File: src/rtl/ahb_master_addr_gen.sv
// AHB master address-phase sequencer: turns one burst command into an HTRANS/HADDR sequence.
// Optional AHB_INCR_1KB_SPLIT_EN restarts INCR-type bursts (NONSEQ, HBURST=INCR) at 1KB boundaries.
module ahb_master_addr_gen #(
  parameter int ADDR_WIDTH = 32,
  parameter int LEN_WIDTH  = 8
) (
  input  logic                  HCLK,
  input  logic                  HRESET,
  input  logic                  cmd_valid,
  output logic                  cmd_ready,
  input  logic [ADDR_WIDTH-1:0] cmd_addr,
  input  logic [2:0]            cmd_burst,
  input  logic [2:0]            cmd_size,
  input  logic                  cmd_write,
  input  logic [LEN_WIDTH-1:0]  cmd_len,
  input  logic                  HREADY,
  input  logic [1:0]            HRESP,
  output logic [1:0]            HTRANS,
  output logic [ADDR_WIDTH-1:0] HADDR,
  output logic [2:0]            HBURST,
  output logic [2:0]            HSIZE,
  output logic                  HWRITE,
  output logic                  beat_acc,
  output logic                  burst_done,
  output logic                  burst_err
);

  localparam int CW = (LEN_WIDTH > 5) ? LEN_WIDTH : 5;

  typedef enum logic [1:0] {TR_IDLE = 2'd0, TR_BUSY = 2'd1, TR_NONSEQ = 2'd2, TR_SEQ = 2'd3} htrans_t;
  typedef enum logic [2:0] {SINGLE = 3'd0, INCR = 3'd1, WRAP4 = 3'd2, INCR4 = 3'd3,
                            WRAP8 = 3'd4, INCR8 = 3'd5, WRAP16 = 3'd6, INCR16 = 3'd7} hburst_t;
  typedef enum logic [2:0] {BYTE = 3'd0, HALF_WORD = 3'd1, WORD = 3'd2} hsize_t;
  typedef enum logic [1:0] {OKAY = 2'd0, ERROR = 2'd1, RETRY = 2'd2, SPLIT = 2'd3} hresp_t;
  typedef enum logic [1:0] {ST_IDLE, ST_ADDR, ST_DRAIN} state_t;

  state_t                state;
  logic [CW-1:0]         remain;
  logic                  is_wrap;
  logic                  err_wait;
  logic [ADDR_WIDTH-1:0] wrap_mask;
  logic [ADDR_WIDTH-1:0] step;
  logic [ADDR_WIDTH-1:0] next_addr;
  logic [ADDR_WIDTH-1:0] cap_addr;
  logic [ADDR_WIDTH-1:0] cap_mask;
  logic [CW-1:0]         cap_beats;
  logic                  cap_wrap;
  logic                  cmd_fire;
  logic                  split_here;

  assign cmd_fire = cmd_valid && cmd_ready;
  assign step     = ADDR_WIDTH'(1) << HSIZE;
  assign cap_addr = cmd_addr & ~((ADDR_WIDTH'(1) << cmd_size) - ADDR_WIDTH'(1));
  assign cap_wrap = (cmd_burst == WRAP4) || (cmd_burst == WRAP8) || (cmd_burst == WRAP16);
  assign cap_mask = (ADDR_WIDTH'(cap_beats) << cmd_size) - ADDR_WIDTH'(1);
  assign beat_acc = ((HTRANS == TR_NONSEQ) || (HTRANS == TR_SEQ)) && HREADY;

  // Wrapping bursts keep the upper bits and let only the in-boundary bits roll over.
  always_comb begin
    next_addr = HADDR + step;
    if (is_wrap) begin
      next_addr = (HADDR & ~wrap_mask) | ((HADDR + step) & wrap_mask);
    end
  end

  always_comb begin
    cap_beats = CW'(1);
    case (cmd_burst)
      INCR:          if (cmd_len != '0) cap_beats = CW'(cmd_len);
      WRAP4, INCR4:  cap_beats = CW'(4);
      WRAP8, INCR8:  cap_beats = CW'(8);
      WRAP16, INCR16: cap_beats = CW'(16);
      default:       cap_beats = CW'(1);
    endcase
  end

`ifdef AHB_INCR_1KB_SPLIT_EN
  assign split_here = !is_wrap && (next_addr[9:0] == 10'd0);
`else
  assign split_here = 1'b0;
`endif

  always_ff @(posedge HCLK) begin
    if (HRESET) begin
      state      <= ST_IDLE;
      cmd_ready  <= 1'b1;
      HTRANS     <= TR_IDLE;
      HADDR      <= '0;
      HBURST     <= SINGLE;
      HSIZE      <= BYTE;
      HWRITE     <= 1'b0;
      remain     <= '0;
      is_wrap    <= 1'b0;
      wrap_mask  <= '0;
      err_wait   <= 1'b0;
      burst_done <= 1'b0;
      burst_err  <= 1'b0;
    end else begin
      burst_done <= 1'b0;
      burst_err  <= 1'b0;
      case (state)
        ST_IDLE: begin
          if (cmd_fire) begin
            if (cmd_size > WORD) begin
              burst_done <= 1'b1;
              burst_err  <= 1'b1;
            end else begin
              state     <= ST_ADDR;
              cmd_ready <= 1'b0;
              HTRANS    <= TR_NONSEQ;
              HADDR     <= cap_addr;
              HBURST    <= cmd_burst;
              HSIZE     <= cmd_size;
              HWRITE    <= cmd_write;
              remain    <= cap_beats;
              is_wrap   <= cap_wrap;
              wrap_mask <= cap_mask;
              err_wait  <= 1'b0;
            end
          end
        end
        // After the first ERROR cycle the bus is idled; the second cycle (HREADY high) ends the command.
        ST_ADDR, ST_DRAIN: begin
          if (err_wait) begin
            if (HREADY) begin
              state      <= ST_IDLE;
              cmd_ready  <= 1'b1;
              err_wait   <= 1'b0;
              burst_done <= 1'b1;
              burst_err  <= 1'b1;
            end
          end else if ((HRESP == ERROR) && !HREADY) begin
            err_wait <= 1'b1;
            HTRANS   <= TR_IDLE;
          end else if (HREADY) begin
            if (state == ST_DRAIN) begin
              state      <= ST_IDLE;
              cmd_ready  <= 1'b1;
              burst_done <= 1'b1;
            end else if (remain == CW'(1)) begin
              HTRANS <= TR_IDLE;
              state  <= ST_DRAIN;
            end else begin
              remain <= remain - CW'(1);
              HADDR  <= next_addr;
              if (split_here) begin
                HTRANS <= TR_NONSEQ;
                HBURST <= INCR;
              end else begin
                HTRANS <= TR_SEQ;
              end
            end
          end
        end
        default: state <= ST_IDLE;
      endcase
    end
  end

endmodule

File: config.mk
export PLATFORM = sky130hd
export DESIGN_NAME = ahb_master_addr_gen
export DESIGN_NICKNAME = d
export VERILOG_FILES = /design/src/rtl/ahb_master_addr_gen.sv
export SDC_FILE = /design/constraint.sdc
export NUM_CORES = 1
export LEC_CHECK = 0
export BUFFER_PORTS_ARGS = -buffer_cell sky130_fd_sc_hd__buf_2
export CAP_MARGIN = 10
export CORE_UTILIZATION = 30
export DETAILED_ROUTE_END_ITERATION = 6
export PLACE_DENSITY_LB_ADDON = 0.25
export RECOVER_POWER = 100
export SYNTH_ARGS = -nofsm -noshare
export SYNTH_HDL_FRONTEND = slang
export SYNTH_SLANG_ARGS = --single-unit
export TNS_END_PERCENT = 50
File: constraint.sdc
create_clock -name HCLK -period 2.95 [get_ports HCLK]
set_input_delay 0.1475 -clock HCLK [delete_from_list [all_inputs] [get_ports HCLK]]
set_output_delay 0.1475 -clock HCLK [all_outputs]
set_load 0.03 [all_outputs]
==> flow_metrics.env, run 1 <==
export IMPL_run_status="finished, final reports clean"
export IMPL_rsz0062_at_grt="yes"
export IMPL_place_congestion=0.844
export IMPL_cpPeakStageDelay_ns=0.49
export IMPL_max_freq_mhz=353
export IMPL_drive_gt1_share_pct=14.7
export IMPL_cp_common_cell="o21a_1"
export IMPL_r2r_slack_ns=0.12
export IMPL_irDropWorstVdd_v=0.000272
export IMPL_synth_top_area_share_pct=29.1
export IMPL_cts_sinks=85
export IMPL_syn_to_final_growth_pct=17.8
export IMPL_rows=50
export IMPL_async_flop_share_pct=0
export IMPL_max_slew_margin_rel_pct=43.6
export IMPL_total_power_mw=4.51
export IMPL_synth_most_common_cell="nor2_1"
export IMPL_end_kind="flop"
export IMPL_root_buffer="clkbuf_16"
export IMPL_clockBufferDepth=2
export IMPL_ios=98
export IMPL_yosys_warnings=0
export IMPL_period_minus_slack_ns=2.83
export IMPL_syn_avg_cell_area_um2=7.70
export IMPL_finalSetupViolations=0
export IMPL_syn_num_nets=829
export IMPL_wl_per_cell_um=17.6
export IMPL_drc_errors=0
export IMPL_yosysTopAreaCell="dfxtp_1"
export IMPL_fin_crit_sh_pct=95.9
export IMPL_setup_worst_path_start_class="flop"
export IMPL_power_density_nw_per_um2=656
export IMPL_fin_util_pct=36.4
export IMPL_grt_max_degree=57
export IMPL_start_util_pct=30.9
export IMPL_core_area_um2=18900
export IMPL_die_area_um2=20000
export IMPL_h_tree_depth=3
export IMPL_tightestPinTransition_ns=0.846
export IMPL_r2r_start="HSIZE[1]$_SDFFE_PP0P_"
export IMPL_rr_worst_depth=9
export IMPL_maxSlewViolCount=0
export IMPL_numCtsBuffers=9
export IMPL_grt_pass1_vias=5589
export IMPL_viasPerCell=5.43
export IMPL_diodes=0
export IMPL_synth_commonest_cells="86 x nor2_1, 85 x dfxtp_1, 75 x nand2_1"
export IMPL_synth_distinct_cells=92
export IMPL_skew_ns=0.00911
export IMPL_clock_latency_ns=0.36
export IMPL_synthesis_area_um2=5840
export IMPL_detail_route_antenna_nets=0
export IMPL_die_height_um=142
export IMPL_cp_max_fo=6
export IMPL_grt_total_usage_pct=19.9
export IMPL_vias=6078
export IMPL_cp_required_ns=3.25
export IMPL_die_w_um=142
export IMPL_nets=925
export IMPL_leakagePower_nw=2.70
export IMPL_synthCells=759
export IMPL_dp_final_hpwl_um=14200
export IMPL_worstSetupPathType="reg -> reg"
export IMPL_hold_path_startpoint="cmd_write"
export IMPL_holdBufCountCts=0
export IMPL_worstHoldPathType="in -> reg"
export IMPL_worstPathArrival_ns=3.13
export IMPL_cp_slowest_cell="or3b_2"
export IMPL_synth_seq_area_share_pct=29.1
export IMPL_firstDrtPassIters=5
export IMPL_grt_ovfl_total=0
export IMPL_ys_ff_latch=85
export IMPL_min_path_cells=3
export IMPL_maxCapViolCount=0
export IMPL_io_buffers=97
export IMPL_synth_edf_count=0
export IMPL_grt_pass1_wl_um=30800
export IMPL_path_clk_slew_ns=0.07
export IMPL_wl_um=19800
export IMPL_drt_initial_drc_count=472
export IMPL_synthFlopType="dfxtp_1"
export IMPL_netlist_top_cells_area="dfxtp_1 29%, nor2_1 5.5%, nand2_1 4.8%, a21oi_1 4.3%, o21ai_0 3.8%"
export IMPL_hold_end="HWRITE$_SDFFE_PP0P_"
export IMPL_antenna_found_initial=0
export IMPL_cts_tree="done"
export IMPL_path_cells="or3b_2 > fa_1 > nor2b_1 > o21a_1 > o21ai_2 > a211o_1 > or4_1 > a311oi_2 > o21a_1"
export IMPL_hold_viol_final=0
==> worst max-delay path: cells and delay by family (launching register included) <==
kind,cells,cell delay [ns]
AND/OR/NAND/NOR,3,1.03
adder cells (fa/ha/maj),1,0.45
AO/OA/AOI/OAI,5,0.94
flip-flops,1,0.35
==> worst max-delay path by stage <==
stage / from / to / depth (start not counted) / slack (ns)
final: HSIZE[1]$_SDFFE_PP0P_ / flop / 9 / 0.12
after detailed placement: HSIZE[1]$_SDFFE_PP0P_ / flop / 10 / 0.07
after global routing: HSIZE[1]$_SDFFE_PP0P_ / flop / 9 / -0.07
after floorplan: HSIZE[0]$_SDFFE_PP0P_ / flop / 10 / 0.007
after global placement: HSIZE[2]$_SDFFE_PP0P_ / flop / 9 / 0.09
after CTS: HSIZE[1]$_SDFFE_PP0P_ / flop / 10 / 0.03
==> cell families (layout without fill, tap and decap cells) <==
kind of cell               Yosys count  count (layout)  synth area share [%]
buffers and inverters               74             175                  5.85
xor gates and xnor gates            17              17                  2.55
and+or+nand+nor                    311             311                  27.3
DFF                                 85              85                  29.1
AOI/OAI and AO/OA                  240             240                  28.8
adders and majority gates           17              17                  3.77
muxes                               15              15                  2.61
==> cells in the final DEF, fill, tap and decap left out, drive strengths merged, types with 5 or more instances in the layout <==
cell type and instances:
o22ai 6, xor2 8, or4 8, buf 78, a21oi 52, clkinv 5, mux2i 13, nor3 22
o21a 12, nand2 75, a22oi 6, and3 22, and2 8, o211ai 12, nor4b 6, or2 6
xnor2 9, or3b 5, nand3 21, nor2b 6, dfxtp 85, a211oi 12, nor3b 5, nor2 88
nand2b 17, a31oi 22, o221ai 10, ha 16, clkbuf 62, a21o 11, inv 29, o21ai 51
==> report_power, final <==
group / internal [mW] / total (mW) / switching (mW)
registers: 1.32 / 1.53 / 0.214
clock network: 0.688 / 1.22 / 0.528
logic: 0.600 / 1.77 / 1.17
==> layer usage <==
layer | wire length (µm) | share of wire (%) | GRT usage [%] | vias up
met1 | 9300 | 47 | 27.2 | 2877
met5 | 0 | 0 | 0 | -
met4 | 408 | 2.1 | 7.64 | 0
met3 | 1040 | 5.3 | 3.14 | 23
li1 | - | - | - | 2997
met2 | 9010 | 46 | 31.2 | 181
==> stage by stage <==
stage	setup slack, ns	instance area (µm²)	hold WS, ns	instances	setup TNS [ns]
global placement	0.0913	6680	0.391	1104	0
floorplan	0.00664	5860	0.284	759	0
detailed placement	0.0709	6680	0.394	1104	0
CTS	0.0305	6980	0.0251	1120	0
global route	-0.0655	6880	0.0697	1120	-0.154
finish	0.121	6880	0.0309	1120	0
==> final cells by class <==
class	count	area (µm²)
Sequential cell	85	1710
Tap cell	260	325
Clock buffer	10	239
Inverter	29	109
Clock inverter	6	70.1
Fill cell	2095	12000
Multi-Input combinational cell	600	3780
Timing Repair Buffer	130	654
==> repair_timing <==
item | CTS | global route
endpoints found under the setup margin | 0 | 4
resized for setup | 0 | 5
setup buffers | 0 | 0
No activity file was read; power rests on OpenSTA's default activity.
==> run 2, diff against run 1 <==
--- a/config.mk
+++ b/config.mk
@@ -7,6 +7,7 @@
 export LEC_CHECK = 0
 export BUFFER_PORTS_ARGS = -buffer_cell sky130_fd_sc_hd__buf_2
 export CAP_MARGIN = 10
+export CORE_ASPECT_RATIO = 1.75
 export CORE_UTILIZATION = 30
 export DETAILED_ROUTE_END_ITERATION = 6
 export PLACE_DENSITY_LB_ADDON = 0.25
==> constraint.sdc (replaced) <==
create_clock -name HCLK -period 2.68 [get_ports HCLK]
set_input_delay 0.134 -clock HCLK [delete_from_list [all_inputs] [get_ports HCLK]]
set_output_delay 0.134 -clock HCLK [all_outputs]
set_load 0.03 [all_outputs]
==> run 2 against run 1 <==
Compared with the run above:
- die area increased by 0.11%
- sequential share of layout area decreased by 0.87 points
- non-clock buffer count increased by 36
- critical path depth increased by 2
- power increased by 10%
- combinational power increased by 15%
- wire length increased by 1.5%
- critical path type unchanged
- highest routed layer unchanged
==> flow_metrics.env, run 2 (synthesis results as in run 1) <==
export IMPL_run_status="finished, final reports clean"
export IMPL_cp_common_cell="o21a_1"
export IMPL_hold_path_startpoint="cmd_write"
export IMPL_maxCapViolCount=0
export IMPL_max_freq_mhz=381
export IMPL_h_tree_depth=3
export IMPL_hold_viol_final=0
export IMPL_r2r_slack_ns=0.06
export IMPL_layout_common_cells="85 x nor2_1, 82 x dfxtp_1, 75 x nand2_1, 63 x buf_4, 52 x buf_2"
export IMPL_nets=961
export IMPL_p_switching_mw=2.11
export IMPL_min_path_cells=3
export IMPL_worstSetupPathType="reg -> reg"
export IMPL_diodes=0
export IMPL_wl_um=20100
export IMPL_cp_top_family="compound AO/OA/AOI/OAI gates"
export IMPL_setup_worst_path_start_class="flop"
export IMPL_power_density_nw_per_um2=696
export IMPL_combPwrFrac_pct=40.9
export IMPL_grt_total_usage_pct=20.7
export IMPL_r2r_start="HSIZE[2]$_SDFFE_PP0P_"
export IMPL_grt_pass1_wl_um=32300
export IMPL_instances_no_fill=1137
export IMPL_numCtsBuffers=9
export IMPL_cp_slowest_cell="or4_4"
export IMPL_mostFrequentLayoutCell="nor2_1"
export IMPL_period_minus_slack_ns=2.62
export IMPL_internal_power_mw=2.86
export IMPL_die_w_um=107
export IMPL_detail_route_antenna_nets=0
export IMPL_vias=6142
export IMPL_grt_ovfl_total=0
export IMPL_max_slew_margin_rel_pct=36.0
export IMPL_root_buffer="clkbuf_16"
export IMPL_grt_max_degree=33
export IMPL_die_height_um=187
export IMPL_dp_final_hpwl_um=15200
export IMPL_rsz0062_at_grt="yes"
export IMPL_cts_tree="done"
export IMPL_worstHoldPathType="in -> reg"
export IMPL_fin_crit_sh_pct=97.9
export IMPL_viasPerCell=5.40
export IMPL_rr_worst_depth=11
export IMPL_seqPwrFrac_pct=33.8
export IMPL_path_clk_slew_ns=0.07
export IMPL_maxSlewViolCount=0
export IMPL_cp_max_fo=3
export IMPL_cts_sinks=85
export IMPL_place_congestion=0.821
export IMPL_io_buffers=97
export IMPL_switching_share_pct=42.4
export IMPL_grt_pass1_vias=6055
export IMPL_cp_required_ns=2.99
export IMPL_drc_errors=0
export IMPL_wl_per_cell_um=17.6
export IMPL_syn_to_final_growth_pct=22.3
export IMPL_end_kind="flop"
export IMPL_irDropWorstVdd_v=0.000287
export IMPL_start_util_pct=30.6
export IMPL_firstDrtPassIters=5
export IMPL_worst_hold_slack_ns=0.00646
export IMPL_worstPathArrival_ns=2.93
export IMPL_die_area_um2=20100
export IMPL_leakagePower_nw=2.88
export IMPL_post_place_cells=1119
export IMPL_drt_initial_drc_count=283
export IMPL_drive_gt1_share_pct=19.5
export IMPL_cpPeakStageDelay_ns=0.42
export IMPL_antenna_found_initial=0
export IMPL_fill_cells=2069
export IMPL_hold_end="HWRITE$_SDFFE_PP0P_"
export IMPL_ios=98
export IMPL_holdBufCountCts=0
export IMPL_clock_latency_ns=0.36
export IMPL_core_area_um2=19100
export IMPL_finalSetupViolations=0
export IMPL_crit_buf_inv=1
export IMPL_rows=67
export IMPL_clockBufferDepth=2
export IMPL_skew_ns=0.0146
export IMPL_tightestPinTransition_ns=0.961
export IMPL_path_cells="nor3_2 > ha_2 > inv_2 > fa_2 > nor2b_1 > o21a_1 > o21ai_2 > a211o_1 > or4_4 > a311oi_2 > o21a_1"
export IMPL_p_clk_share_pct=25.2
-- run 2: cell count changes in the layout (fill, tap and decap cells not counted), sizes merged --
cell | previous run | this run
clkinvlp | 0 | 2
clkinv | 5 | 2
clkbuf | 62 | 61
inv | 29 | 30
bufinv | 1 | 0
buf | 78 | 116
-- run 2: cell type report --
cell class              instances  area, µm²  share of cell area [%]
multi-input cells             600       3800                    53.2
well taps                     241        302                    4.22
inverters                      29        109                    1.52
repair buffers                166        945                    13.2
clock buffers                  11        243                    3.40
clock inverters                 5       41.3                   0.578
flip-flops and latches         85       1710                    23.9
-- run 2: worst min-delay path: stages --
cell     delay, ns
buf_2         0.09
nand2_1       0.04
a21oi_1       0.05
-- run 2: metal layers --
layer,vias up,track usage [%],share of wire [%]
met5,-,0,0
met4,0,8.06,2.7
met3,30,1.89,3.2
met2,143,39.0,54
met1,2904,23.1,40
li1,3065,-,-
-- run 2: worst max path at each step --
| stage | depth (start not counted) | slack, ns | endpoint | from |
|---|---|---|---|---|
| after floorplan | 10 | -0.12 | flop | HSIZE[0]$_SDFFE_PP0P_ |
| after global placement | 11 | -0.01 | flop | HSIZE[2]$_SDFFE_PP0P_ |
| after detailed placement | 11 | -0.04 | flop | HSIZE[2]$_SDFFE_PP0P_ |
| after CTS | 11 | 0.003 | flop | HSIZE[2]$_SDFFE_PP0P_ |
| after global routing | 11 | -0.06 | flop | HSIZE[2]$_SDFFE_PP0P_ |
| final | 11 | 0.06 | flop | HSIZE[2]$_SDFFE_PP0P_ |
-- run 2: power groups by stage --
stage          logic (mW)  registers (mW)  clock network, mW
3_5_place_dp         2.08            1.70                  0
4_1_cts              2.09            1.68               1.27
6_report             2.04            1.68               1.26
2_1_floorplan        1.13            1.91                  0
3_3_place_gp         2.07            1.70                  0
5_1_grt              2.25            1.71               1.31
-- run 2: repair_timing --
| item | CTS | global route |
|---|---|---|
| resized for setup | 0 | 9 |
| endpoints found under the hold margin | 0 | 0 |
| endpoints found under the setup margin | 1 | 12 |
| pin swaps | 2 | 7 |
| buffers inserted | 1 | 1 |
-- run 2: through the flow --
step                      util [%]  worst slack [ns]  cell area [µm²]  power, mW  setup TNS, ns
after floorplan                  -            -0.116             5870       3.04         -0.116
after global placement        36.3           -0.0115             6930       3.78        -0.0115
after detailed placement      36.3           -0.0415             6930       3.79        -0.0415
after CTS                     37.8           0.00313             7220       5.04              0
after global routing          37.4           -0.0625             7150       5.27         -0.536
final                         37.4            0.0573             7150       4.98              0
==> run 3, diff against run 2 <==
==> constraint.sdc (replaced) <==
create_clock -name HCLK -period 2.68 [get_ports HCLK]
set_input_delay 0 -clock HCLK [delete_from_list [all_inputs] [get_ports HCLK]]
set_output_delay 0 -clock HCLK [all_outputs]
set_load 0.03 [all_outputs]
==> run 3 against run 2 <==
Compared with the run above:
- die area did not move
- register-to-register slack is essentially flat
- critical path type unchanged
- first-iteration DRC count up 1.1%
- sequential power is essentially flat
- cell count increased by 0.62%
- sequential cell count unchanged
- worst hold slack got worse by 0.0018 ns
- clock power rose by 4%
==> flow_metrics.env, run 3 (synthesis results as in run 1) <==
export IMPL_run_status="finished, final reports clean"
export IMPL_worst_hold_slack_ns=0.00463
export IMPL_switching_share_pct=41.7
export IMPL_setup_worst_path_start_class="flop"
export IMPL_skew_ns=0.0163
export IMPL_cts_tree="done"
export IMPL_p_clk_share_pct=25.9
export IMPL_detail_route_antenna_nets=0
export IMPL_drt_initial_drc_count=286
export IMPL_grt_pass1_wl_um=32200
export IMPL_die_area_um2=20100
export IMPL_place_area_um2=6850
export IMPL_layout_common_cells="85 x nor2_1, 84 x dfxtp_1, 75 x nand2_1, 61 x buf_4, 52 x buf_2"
export IMPL_leakagePower_nw=2.94
export IMPL_stdcell_area_um2=7340
export IMPL_root_buffer="clkbuf_16"
export IMPL_numCtsBuffers=9
export IMPL_drc_errors=0
export IMPL_clockBufferDepth=2
export IMPL_seqPwrFrac_pct=33.3
export IMPL_die_height_um=187
export IMPL_start_util_pct=30.6
export IMPL_worstPathArrival_ns=2.94
export IMPL_cp_required_ns=2.99
export IMPL_irDropWorstVdd_v=0.000270
export IMPL_ios=98
export IMPL_io_buffers=97
export IMPL_max_freq_mhz=379
export IMPL_drive_gt1_share_pct=19.4
export IMPL_wl_per_cell_um=17.6
export IMPL_viasPerCell=5.36
export IMPL_period_minus_slack_ns=2.64
export IMPL_combPwrFrac_pct=40.8
export IMPL_grt_ovfl_total=0
export IMPL_h_tree_depth=3
export IMPL_p_switching_mw=2.11
export IMPL_nets=968
export IMPL_internal_power_mw=2.94
export IMPL_maxSlewViolCount=0
export IMPL_grt_pass1_vias=5980
export IMPL_hold_viol_final=0
export IMPL_clock_latency_ns=0.35
export IMPL_place_congestion=0.834
export IMPL_antenna_found_initial=0
export IMPL_wl_um=20100
export IMPL_grt_total_usage_pct=20.6
export IMPL_end_kind="flop"
export IMPL_fin_crit_sh_pct=98.3
export IMPL_syn_to_final_growth_pct=25.6
export IMPL_cp_max_fo=4
export IMPL_rows=67
export IMPL_maxCapViolCount=0
export IMPL_max_slew_margin_rel_pct=53.0
export IMPL_tightestPinTransition_ns=0.705
export IMPL_worstHoldPathType="in -> reg"
export IMPL_diodes=0
export IMPL_mostFrequentLayoutCell="nor2_1"
export IMPL_vias=6129
export IMPL_power_density_nw_per_um2=688
export IMPL_die_w_um=107
export IMPL_firstDrtPassIters=5
export IMPL_finalSetupViolations=0
export IMPL_grt_max_degree=39
export IMPL_core_area_um2=19100
export IMPL_worstSetupPathType="reg -> reg"
export IMPL_dp_final_hpwl_um=15200
export IMPL_fin_setup_tns_ns=0
export IMPL_path_clk_slew_ns=0.08
export IMPL_total_power_mw=5.05
export IMPL_rsz0062_at_grt="yes"
export IMPL_cts_sinks=85
==> run 3: through the flow <==
step,cells,utilization [%],setup slack (ns)
floorplan,759,-,-0.116
global placement,1110,35.8,-0.0415
detailed placement,1110,35.8,-0.0835
CTS,1140,38.2,0.00168
global route,1144,38.4,-0.0600
finish,1144,38.4,0.0445
==> run 3: worst max-delay path: stages, from the launching register on <==
cell and delay [ns]:
dfxtp_4 0.35, nor3_2 0.20, ha_2 0.20, inv_1 0.05, fa_2 0.36, nor2b_1 0.12
o21a_1 0.17, o21ai_2 0.10, a211o_1 0.29, or4_1 0.42, a311oi_2 0.21, o21a_1 0.13
==> run 3: what timing repair did <==
| action | in CTS | in global routing |
|---|---|---|
| buffers inserted | 1 | 4 |
| pin swaps | 2 | 5 |
| endpoints found under the hold margin | 13 | 0 |
| resized for setup | 0 | 14 |
| hold buffers | 13 | 0 |
| setup endpoints to repair | 1 | 8 |
==> run 3: final timing paths <==
| check | from | to | slack [ns] | depth (start not counted) |
|---|---|---|---|---|
| max | HSIZE[0]$_SDFFE_PP0P_ | flop | 0.04 | 11 |
| min | cmd_burst[2] | HBURST[2]$_SDFFE_PP0P_ | 0.005 | 3 |
| max reg2reg | HSIZE[0]$_SDFFE_PP0P_ | flop | 0.04 | 11 |
| min reg2reg | HBURST[1]$_SDFFE_PP0P_ | HBURST[1]$_SDFFE_PP0P_ | 0.45 | 2 |
==> run 3: per-layer routing <==
layer	global-route usage [%]	up-vias	part of all wire, %
li1	-	3068	-
met1	23.5	2880	39
met2	37.8	151	54
met3	2.31	30	3.8
met4	8.32	0	2.9
met5	0	-	0
==> run 3: cell type report <==
class	count	area [µm²]
fill	2071	11800
multi-input combinational	600	3890
sequential	85	1710
timing repair buffer	173	1030
tap	241	302
clock buffer	9	225
inverter	29	109
clock inverter	7	80.1
==> run 3: power by group through the flow <==
stage	clock, mW	combinational (mW)	sequential, mW
6_report	1.31	2.06	1.68
3_3_place_gp	0	2.05	1.70
3_5_place_dp	0	2.06	1.70
4_1_cts	1.34	2.08	1.67
5_1_grt	1.38	2.27	1.71
2_1_floorplan	0	1.13	1.91
